<file path="src/rtl/fifo_arb_pkg.sv">
// rtl/fifo_arb_pkg.sv - shared defaults and index helpers for the fifo write arbiter
package fifo_arb_pkg;

  localparam int DSIZE_DEF = 5;
  localparam int NREQ_DEF  = 4;

  function automatic int clog2(input int n);
    int r;
    r = 0;
    for (int i = 0; i < 31; i++) begin
      if ((1 << i) < n) r = i + 1;
    end
    return r;
  endfunction

  // Explicit wrap so non-power-of-two requester counts rotate correctly.
  function automatic int next_idx(input int idx, input int n);
    return (idx + 1 >= n) ? 0 : idx + 1;
  endfunction

endpackage

</file>
<file path="src/rtl/rr_pick.sv">
// rtl/rr_pick.sv - combinational rotate-priority picker
// Scans ptr_i, ptr_i+1, ... (mod NREQ) and returns the first asserted request.
module rr_pick
  import fifo_arb_pkg::*;
#(
  parameter  int NREQ = NREQ_DEF,
  localparam int SW   = clog2(NREQ)
) (
  input  logic [NREQ-1:0] req_i,
  input  logic [SW-1:0]   ptr_i,
  output logic [NREQ-1:0] onehot_o,
  output logic [SW-1:0]   idx_o,
  output logic            any_o
);

  logic [SW:0]   sum;
  logic [SW-1:0] cand;

  always_comb begin
    onehot_o = '0;
    idx_o    = '0;
    any_o    = 1'b0;
    sum      = '0;
    cand     = '0;
    for (int k = 0; k < NREQ; k++) begin
      sum = {1'b0, ptr_i} + (SW+1)'(k);
      if (sum >= (SW+1)'(NREQ)) sum = sum - (SW+1)'(NREQ);
      cand = sum[SW-1:0];
      if (!any_o && req_i[cand]) begin
        any_o          = 1'b1;
        idx_o          = cand;
        onehot_o[cand] = 1'b1;
      end
    end
  end

endmodule

</file>
<file path="src/rtl/fifo_wr_arbiter.sv">
// rtl/fifo_wr_arbiter.sv - round-robin arbiter with a skid register in front of the fifo write port
// A new word is accepted whenever the output register is empty or drains this cycle.
module fifo_wr_arbiter
  import fifo_arb_pkg::*;
#(
  parameter  int DSIZE = DSIZE_DEF,
  parameter  int NREQ  = NREQ_DEF,
  localparam int SW    = clog2(NREQ)
) (
  input  logic                  clk,
  input  logic                  rst,
  input  logic [NREQ-1:0]       req,
  input  logic [NREQ*DSIZE-1:0] req_data,
  output logic [NREQ-1:0]       gnt,
  output logic [DSIZE-1:0]      wdata,
  output logic                  winc,
  input  logic                  wfull,
  output logic [SW-1:0]         out_src,
  output logic                  busy
);

  logic             out_valid_q, out_valid_d;
  logic [DSIZE-1:0] wdata_q, wdata_d;
  logic [SW-1:0]    out_src_q, out_src_d;
  logic [SW-1:0]    ptr_q, ptr_d;

  logic [NREQ-1:0]  pick_onehot;
  logic [SW-1:0]    pick_idx;
  logic             pick_any;
  logic             space;
  logic             accept;

  rr_pick #(.NREQ(NREQ)) u_pick (
    .req_i    (req),
    .ptr_i    (ptr_q),
    .onehot_o (pick_onehot),
    .idx_o    (pick_idx),
    .any_o    (pick_any)
  );

  assign winc   = out_valid_q & ~wfull & ~rst;
  assign space  = ~out_valid_q | winc;
  assign accept = space & pick_any & ~rst;
  assign gnt    = accept ? pick_onehot : '0;

  always_comb begin
    out_valid_d = out_valid_q;
    wdata_d     = wdata_q;
    out_src_d   = out_src_q;
    ptr_d       = ptr_q;
    if (accept) begin
      out_valid_d = 1'b1;
      wdata_d     = req_data[int'(pick_idx)*DSIZE +: DSIZE];
      out_src_d   = pick_idx;
      ptr_d       = SW'(next_idx(int'(pick_idx), NREQ));
    end else if (winc) begin
      out_valid_d = 1'b0;
    end
  end

  always_ff @(posedge clk) begin
    if (rst) begin
      out_valid_q <= 1'b0;
      wdata_q     <= '0;
      out_src_q   <= '0;
      ptr_q       <= '0;
    end else begin
      out_valid_q <= out_valid_d;
      wdata_q     <= wdata_d;
      out_src_q   <= out_src_d;
      ptr_q       <= ptr_d;
    end
  end

  assign wdata   = wdata_q;
  assign out_src = out_src_q;
  assign busy    = out_valid_q;

endmodule
</file>
<file path="config.mk">
export PLATFORM = sky130hd
export DESIGN_NAME = fifo_wr_arbiter
export DESIGN_NICKNAME = d
export VERILOG_FILES = /design/src/rtl/fifo_arb_pkg.sv /design/src/rtl/rr_pick.sv /design/src/rtl/fifo_wr_arbiter.sv
export SDC_FILE = /design/constraint.sdc
export NUM_CORES = 1
export LEC_CHECK = 0
export CAP_MARGIN = 5
export CELL_PAD_IN_SITES_DETAIL_PLACEMENT = 1
export CELL_PAD_IN_SITES_GLOBAL_PLACEMENT = 1
export CORE_ASPECT_RATIO = 1.2
export CORE_MARGIN = 2
export CORE_UTILIZATION = 30
export DETAILED_ROUTE_END_ITERATION = 16
export PLACE_DENSITY = 0.77
export SLEW_MARGIN = 40
export SYNTH_ARGS = -nofsm -noshare
export SYNTH_HDL_FRONTEND = slang
export SYNTH_SLANG_ARGS = --single-unit
</file>
<file path="constraint.sdc">
create_clock -name clk -period 3.6 [get_ports clk]
set_input_delay 0.72 -clock clk [delete_from_list [all_inputs] [get_ports clk]]
set_output_delay 0.72 -clock clk [all_outputs]
set_load 0.1 [all_outputs]
</file>
==> results.yml <==
worst_setup_path:
  worstPathRequired_ns: 2.88
  r2r_setup_slack_ns: 0.94
  worstReg2RegStart: "ptr_q[0]$_SDFFE_PP0P_"
  startpoint_type: "primary input"
  cp.arrival_ns: 2.68
  slowest_stage: "mux4_2"
  cp_cell_sequence: "clkdlybuf4s50_1 > mux4_2 > nor2b_4 > a22oi_1 > nor2_1 > a221oi_1 > nor2_2 > buf_12"
  slowest_delay_ns: 0.62
  startpoint: "req[3]"
  worst_setup_path_end_kind: "primary output"
  r2r-end: "wdata[1]$_SDFFE_PP0P_"
  r2r_cells: 9
  cp_max_fo: 7
  path_class: "primary input to primary output"
pwr:
  p_leak_nw: 0.674
  peakVddDrop_uv: 358
  power.density_mw_per_mm2: 740
  power_mw: 1.23
detailed_routing:
  post-route-drc-count: 0
  dr.pass1.iters: 4
  avgRoutedWirePerCell_microns: 15.1
  drt_iter0_markers: 74
  routed_wl_microns: 3550
  vias: 1258
  antenna_left: 0
  via_per_inst: 5.35
clocking:
  post_cts_buffers: 0
  clockBufferDepth: 2
  cts-hold-fix-buffers: 0
  clk_latency_ns: 0.23
  clk_transition_reported_paths_ns: 0.05
  h-tree-depth: 1
  cts.sinks: 10
  cts_tree: "yes"
  cts-buffers-inserted: 3
  root_buffer: "clkbuf_8"
  cts_resized: 0
yosys:
  avgSynthCellArea_sq_um: 8.20
  synth_edf_count: 0
  yosysWarnings: 0
  syn_nets: 175
  synth-seq-cells: 10
  yosysSeqAreaShare_pct: 17.4
  synthesis.area_sq_mm: 0.00115
  yosys_most_used_dff: "dfxtp_1"
  synth.distinct_cells: 46
  synth_cells: 140
  synthArstFlopShare_pct: 0
sta:
  relSlewSlack_pct: 49.3
  timing.hold.ws_ns: 0.500
  tightest_slew_ns: 0.755
  min_period_ns: 3.40
  skew_ns: 0.00247
  setup_tns_ns: 0
  slew_violations: 0
  fmax_ghz: 0.294
  hold_violations: 0
  finalCritPeriodShare_pct: 94.5
  grt_setup_unrepaired: "no"
  setup_viol: 0
global_route:
  grt_pass1_wl_microns: 5770
  antenna_found_initial: 0
  track_usage_pct: 17.3
  grt_overflow: 0
  grt_pass1_vias: 1345
  grt_max_degree: 17
floorplan:
  ios: 40
  start_util_pct: 31.3
  die_area_sq_mm: 0.00434
  fp.dieW_microns: 60.5
  core_sq_mm: 0.00366
  chipHeight_microns: 71.7
  row_count: 24
run:
  maxCapViolations: 0
hold_path:
  worst_hold_startpoint: "wdata[3]$_SDFFE_PP0P_"
  min_to: "wdata[3]$_SDFFE_PP0P_"
  whs_path_depth: 2
  hold_path_class: "register to register"
finish:
  syn_to_final_growth_pct: 45.5
  antenna_cells: 0
  layout.nets: 219
  drive_gt1_share_pct: 24.6
  n_fill_cell: 471
placed_design:
  dp_hpwl_microns: 2980
  gp_congestion: 0.828
  port_buffers: 39
run_status:
  status: "completed"
[synthesized netlist by cell type (4+ instances only)]
master    number  share of area, %
mux2i_1        6               5.2
a21boi_0       4               2.6
a21oi_1        4               1.7
a22oi_1        5               3.3
o211ai_1       5               3.3
ha_1           8               8.7
mux4_2         4               7.9
nor2_1        24               7.9
o21ai_0        6               2.6
and3_1         4               2.2
dfxtp_1       10                17
nand2_1        9               2.9
a221oi_1       4               3.1
[how the worst max path moves through the flow]
stage          depth (start not counted)  endpoint  slack, ns
6_report                               8    gnt[1]       0.20
5_1_grt                                8    gnt[1]       0.06
4_1_cts                                8    gnt[1]       0.20
3_5_place_dp                           8    gnt[0]       0.20
3_3_place_gp                           8    gnt[0]       0.28
2_1_floorplan                         10    gnt[0]       0.04
[critical path, delay by kind of cell]
| kind | cells | cell delay (ns) |
|---|---|---|
| mux | 1 | 0.62 |
| compound gates | 2 | 0.17 |
| simple gates | 3 | 0.50 |
| buf+inv | 2 | 0.67 |
[registers in the layout (all words and copies together) (netlist names)]
name	cells
wdata	5
out_src	2
ptr_q	2
busy	1
[kinds of logic after synthesis]
group           synth area share, %
simple gates                   24.5
compound gates                 26.5
buf+inv                        7.96
mux                            14.1
flops                          17.4
fa+ha+maj                      8.72
xor+xnor                      0.763
[where the power goes]
| part | total [mW] | leakage, nW | internal (mW) | switching [mW] |
|---|---|---|---|---|
| combinational | 0.927 | 0.562 | 0.307 | 0.621 |
| sequential | 0.169 | 0.0832 | 0.149 | 0.0201 |
| clock | 0.139 | 0.0288 | 0.0960 | 0.0426 |
[final cells by class]
cell class              count  area [sq um]  share of cell area (%)
multi-input cells         116           871                    52.2
repair buffers             49           463                    27.7
flip-flops and latches     10           200                    12.0
well taps                  52          65.1                    3.90
clock buffers               4          55.1                    3.30
inverters                   4          15.0                   0.900
[stage by stage]
| step | cell area [sq um] | worst slack [ns] | cells | util [%] |
|---|---|---|---|---|
| after floorplan | 1160 | 0.0361 | 140 | - |
| after global placement | 1650 | 0.285 | 231 | 45.2 |
| after detailed placement | 1610 | 0.205 | 231 | 44.1 |
| after CTS | 1670 | 0.196 | 235 | 45.6 |
| after global routing | 1670 | 0.0595 | 235 | 45.6 |
| final | 1670 | 0.196 | 235 | 45.6 |
[per-layer routing]
| layer | part of all wire, % | vias up | track usage (%) |
|---|---|---|---|
| met4 | 1.4 | 0 | 5.80 |
| li1 | - | 607 | - |
| met2 | 57 | 41 | 34.2 |
| met3 | 4.5 | 4 | 3.25 |
| met5 | 0 | - | 0 |
| met1 | 37 | 606 | 17.3 |
[placed cells by master (no fill, tap or decap), types with 2 or more instances in the layout]
cell type	netlist	routed
a21boi_0	4	4
a21boi_1	2	2
a21oi_1	4	4
a221oi_1	4	4
a22oi_1	5	5
and3_1	4	4
and3b_1	2	2
buf_12	1	4
buf_2	3	8
buf_4	1	11
clkbuf_8	0	4
clkdlybuf4s50_1	0	26
dfxtp_1	10	10
ha_1	8	8
inv_1	3	3
mux2i_1	6	6
mux4_2	4	4
nand2_1	9	9
nand2b_1	2	2
nor2_1	24	20
nor2_2	0	4
nor3_1	3	3
nor4_1	2	2
o211ai_1	5	5
o21ai_0	6	6
o31ai_1	2	2
(Power assumes the default switching activity.)
